<file path="config.mk">
export PLATFORM = sky130hd
export DESIGN_NAME = instr_fetch_unit
export DESIGN_NICKNAME = d
export VERILOG_FILES = /design/src/rtl/instr_fetch_unit.sv
export SDC_FILE = /design/constraint.sdc
export NUM_CORES = 1
export LEC_CHECK = 0
export CAP_MARGIN = 10
export CELL_PAD_IN_SITES_DETAIL_PLACEMENT = 1
export CELL_PAD_IN_SITES_GLOBAL_PLACEMENT = 1
export CORE_UTILIZATION = 34
export CTS_CLUSTER_SIZE = 25
export DETAILED_ROUTE_END_ITERATION = 10
export GPL_TIMING_DRIVEN = 1
export PLACE_DENSITY = 0.81
export SYNTH_ARGS = -nofsm -noshare
export SYNTH_HDL_FRONTEND = slang
export SYNTH_SLANG_ARGS = --single-unit
</file>
<file path="constraint.sdc">
create_clock -name CLK -period 3 [get_ports CLK]
set_clock_uncertainty 0.1 [all_clocks]
set_input_delay 0.6 -clock CLK [delete_from_list [all_inputs] [get_ports CLK]]
set_output_delay 0.6 -clock CLK [all_outputs]
set_load 0.01 [all_outputs]
</file>
<file path="src/rtl/instr_fetch_unit.sv">
// Fetch stage of the multi-cycle CPU.
// Owns the fetch PC, issues reads to the big-endian instruction memory, holds
// each read for MEM_LATENCY cycles, latches the word into IR and presents it
// to decode with a valid/ready handshake. Handles redirect (flush), stall,
// halt-opcode stop and misalignment trap.
//
// Ports:
//   CLK, RST          clock (rising edge), async active-low reset
//   PCWre             fetch enable (0 = no new request starts)
//   Redirect/RedirectPC  branch/jump flush and target
//   InstrAddr         memory byte address (= fetch PC)
//   InstrMemRW        registered memory read enable
//   InstrData         word returned by memory
//   IR/IRValid/IRReady  instruction register and decode handshake
//   CurPC/CurPC4      address of IR and that address + 4 (combinational)
//   Halted/Misaligned sticky stop causes
module instr_fetch_unit #(
  parameter logic [31:0] PC_RESET    = 32'h0000_0000,
  parameter int unsigned MEM_LATENCY = 1,
  parameter logic [5:0]  HALT_OPCODE = 6'b111111
) (
  input  logic        CLK,
  input  logic        RST,
  input  logic        PCWre,
  input  logic        Redirect,
  input  logic [31:0] RedirectPC,
  output logic [31:0] InstrAddr,
  output logic        InstrMemRW,
  input  logic [31:0] InstrData,
  output logic [31:0] IR,
  output logic        IRValid,
  input  logic        IRReady,
  output logic [31:0] CurPC,
  output logic [31:0] CurPC4,
  output logic        Halted,
  output logic        Misaligned
);

  localparam int unsigned CNT_W = 4;
  localparam int unsigned XLEN  = 32;

  typedef enum logic [1:0] {
    IDLE = 2'd0,
    REQ  = 2'd1,
    HOLD = 2'd2,
    STOP = 2'd3
  } state_t;

  state_t            state_q, state_d;
  logic [XLEN-1:0]   pc_q, pc_d;
  logic [XLEN-1:0]   ir_q, ir_d;
  logic [XLEN-1:0]   cur_q, cur_d;
  logic              valid_q, valid_d;
  logic              rw_q, rw_d;
  logic              halt_q, halt_d;
  logic              mis_q, mis_d;
  logic [CNT_W-1:0]  cnt_q, cnt_d;
  logic              try_start;

  // State and datapath registers
  always_ff @(posedge CLK or negedge RST) begin
    if (!RST) begin
      state_q <= IDLE;
      pc_q    <= PC_RESET;
      ir_q    <= '0;
      cur_q   <= '0;
      valid_q <= 1'b0;
      rw_q    <= 1'b0;
      halt_q  <= 1'b0;
      mis_q   <= 1'b0;
      cnt_q   <= '0;
    end else begin
      state_q <= state_d;
      pc_q    <= pc_d;
      ir_q    <= ir_d;
      cur_q   <= cur_d;
      valid_q <= valid_d;
      rw_q    <= rw_d;
      halt_q  <= halt_d;
      mis_q   <= mis_d;
      cnt_q   <= cnt_d;
    end
  end

  // Next-state and next-register logic
  always_comb begin
    state_d   = state_q;
    pc_d      = pc_q;
    ir_d      = ir_q;
    cur_d     = cur_q;
    valid_d   = valid_q;
    rw_d      = rw_q;
    halt_d    = halt_q;
    mis_d     = mis_q;
    cnt_d     = cnt_q;
    try_start = 1'b0;

    // Redirect outranks handshake and read completion; STOP ignores it
    if (Redirect && (state_q != STOP)) begin
      pc_d    = RedirectPC;
      valid_d = 1'b0;
      rw_d    = 1'b0;
      cnt_d   = '0;
      state_d = IDLE;
    end else begin
      case (state_q)
        IDLE: try_start = PCWre;
        REQ: begin
          if (cnt_q == '0) begin
            ir_d    = InstrData;
            cur_d   = pc_q;
            pc_d    = pc_q + 32'd4;
            valid_d = 1'b1;
            rw_d    = 1'b0;
            state_d = HOLD;
          end else begin
            cnt_d = cnt_q - CNT_W'(1);
          end
        end
        HOLD: begin
          if (IRReady) begin
            valid_d = 1'b0;
            if (ir_q[31:26] == HALT_OPCODE) begin
              halt_d  = 1'b1;
              state_d = STOP;
            end else if (PCWre) begin
              try_start = 1'b1;
            end else begin
              state_d = IDLE;
            end
          end
        end
        STOP: begin
          rw_d    = 1'b0;
          valid_d = 1'b0;
        end
      endcase
    end

    // Request start shared by IDLE and back-to-back accept in HOLD
    if (try_start) begin
      if (pc_q[1:0] != 2'b00) begin
        mis_d   = 1'b1;
        state_d = STOP;
      end else begin
        rw_d    = 1'b1;
        cnt_d   = CNT_W'(MEM_LATENCY - 1);
        state_d = REQ;
      end
    end
  end

  assign InstrAddr  = pc_q;
  assign InstrMemRW = rw_q;
  assign IR         = ir_q;
  assign IRValid    = valid_q;
  assign CurPC      = cur_q;
  assign CurPC4     = cur_q + 32'd4;
  assign Halted     = halt_q;
  assign Misaligned = mis_q;

endmodule
</file>
==> flow_summary.json <==
{
  "clock-sinks": 106,
  "cts_buffers": 9,
  "num_antenna_cells": 0,
  "drive_gt1_share_pct": 17.3,
  "synth_seq_cells": 106,
  "ff2ff_setup_slack_ns": 0.27,
  "nets": 801,
  "drt-vias-per-instance": 5.38,
  "synth_cell_types": 53,
  "startpoint_type": "flip-flop",
  "htreeDepth": 3,
  "cts_tree": "built",
  "worst-path-max-fanout": 15,
  "clk_latency_ns": 0.36,
  "wl_um": 18600,
  "rsz0062_at_grt": "no",
  "slew_headroom_pct": 47.6,
  "cts_buffer_depth": 2,
  "grt_max_degree": 62,
  "yosys_warnings": 0,
  "ys_seq_area_share_pct": 48.6,
  "grt_use_total_pct": 22.3,
  "grt_pass1_vias": 5369,
  "synthFlopType": "dfrtp_1",
  "period_share_pct": 95.5,
  "antenna_found_initial": 0,
  "cp-end-kind": "output port",
  "grt_pass1_wl_um": 28600,
  "first_pass_iters": 4,
  "synth-edff-count": 0,
  "core_um2": 15400,
  "setup_violations": 0,
  "cp_data_required_time_ns": 2.30,
  "num_io_pins": 201,
  "gp_congestion": 0.820,
  "wl_per_cell_um": 19.7,
  "syn_area_um2": 5460,
  "p_leak_nw": 3.27,
  "n_fill_cell": 1691,
  "clk_pin_slew_ns": 0.08,
  "r2r_cells": 6,
  "ir_drop_mv": 0.373,
  "synth_fp_nets": 592,
  "slew_viol_final": 0,
  "drc": 0,
  "die_y_um": 129,
  "finalCriticalPeriod_ns": 2.86,
  "tns_ns": 0,
  "dp.cells": 913,
  "tightest_slew_ns": 0.786,
  "status": "completed",
  "syn_inst": 516,
  "detail-route-antenna-nets": 0,
  "initial_core_util_pct": 35.4,
  "dpl.hpwl_um": 13300,
  "vias": 5066,
  "layout_commonest_cell": "clkdlybuf4s50_1",
  "hold_path_class": "primary input to asynchronous set/reset pin",
  "grt_overflow": 0,
  "clockRootBuffer": "clkbuf_16",
  "drv_cap": 0,
  "worstPathArrival_ns": 2.16,
  "fp-row-count": 45,
  "synth_area_per_cell_um2": 10.6,
  "first_iter_violations": 188,
  "p_per_area_nw_per_um2": 944,
  "rr_startpoint": "state_q[1]$_DFFE_PN0P_",
  "dieArea_um2": 16600,
  "timing.fmax_mhz": 349,
  "hold_viol_final": 0,
  "final_cell_mix": "clkdlybuf4s50_1, dfrtp_1, mux2_2, nand2_1, nand3_1",
  "setup.worst_path.start": "CurPC[12]$_DFFE_PN0P_",
  "synthToLayoutAreaGrowth_pct": 49.5,
  "worstReg2RegEnd": "CurPC[4]$_DFFE_PN0P_",
  "portBuffers": 200,
  "fin_cells": 941,
  "crit_type": "flip-flop to output port",
  "async_reset_ff_share_pct": 100,
  "dieWidth_um": 129
}
## critical path, stage by stage (launching register included)
cell and delay [ns]:
dfrtp_1 0.45, and3_1 0.23, and3_4 0.30, nand4_1 0.13, xnor2_1 0.15, clkdlybuf4s50_1 0.55
## routing by layer
metal  share of wire, %  track usage [%]  up-vias
li1                   -                -     2307
met1                 40             26.5     2548
met2                 51             38.8      172
met3                5.9             5.03       39
met4                2.7             9.55        0
met5                  0                0        -
## cell usage after synthesis, drive strengths merged (9+ instances only)
| library cell | count | share of area, % |
|---|---|---|
| a31oi | 14 | 1.6 |
| and4 | 9 | 1.4 |
| and3 | 10 | 1.1 |
| xor2 | 10 | 1.6 |
| nand3 | 34 | 3.1 |
| o21ai | 21 | 1.9 |
| buf | 17 | 1.7 |
| nand2 | 45 | 3.1 |
| dfrtp | 106 | 49 |
| or4 | 10 | 1.4 |
| mux2 | 61 | 13 |
| xnor2 | 30 | 4.8 |
| inv | 14 | 0.96 |
| nand4 | 26 | 3.1 |
| nor2 | 31 | 2.1 |
## how the worst max path moves through the flow
stage / end
finish: CurPC4[27]
floorplan: CurPC4[31]
CTS: CurPC4[30]
detailed placement: CurPC4[19]
global placement: CurPC4[22]
global route: CurPC4[27]
## registers in the layout (all words and copies together) (netlist names)
name / cells
cnt_q: 4
IR: 32
InstrAddr: 32
IRValid: 1
Halted: 1
Misaligned: 1
InstrMemRW: 1
state_q: 2
CurPC: 32
## area by class of cell
| type | instances | area, µm² | area share (%) |
|---|---|---|---|
| inverter | 14 | 52.6 | 0.644 |
| sequential | 106 | 2670 | 32.7 |
| tap | 211 | 264 | 3.23 |
| clock buffer | 10 | 229 | 2.80 |
| clock inverter | 6 | 61.3 | 0.751 |
| multi-input combinational | 371 | 2670 | 32.7 |
| timing repair buffer | 223 | 2220 | 27.2 |
## power breakdown
| part | switching, W | total (W) | internal [W] |
|---|---|---|---|
| Sequential | 0.000730 | 0.00274 | 0.00201 |
| Combinational | 0.00157 | 0.00379 | 0.00222 |
| Clock | 0.000593 | 0.00118 | 0.000585 |
| Total | 0.00289 | 0.00771 | 0.00482 |
## timing repair
item / in CTS / in global routing
hold buffers: 0 / 0
gates resized for setup: 13 / 19
setup endpoints to repair: 21 / 18
pin swaps: 1 / 4
setup buffers: 4 / 8
## metrics by stage
step                      utilization, %  worst slack [ns]  area, µm²  power, W  hold slack, ns
final                               52.9             0.136       8170   0.00771           0.143
after global routing                52.9           0.00702       8170   0.00813           0.179
after floorplan                        -             0.667       5460   0.00422           0.204
after detailed placement            50.0             0.215       7720   0.00643           0.357
after global placement              50.0             0.359       7720   0.00625           0.360
after CTS                           52.2           0.00110       8060   0.00767           0.160
## cell families after synthesis
logic type,synth area share [%]
fa+ha+maj,1.60
flops,48.6
buf+inv,3.25
compound gates,7.90
simple gates,19.5
mux,12.8
xor+xnor,6.41
No activity file was read; power rests on OpenSTA's default activity.
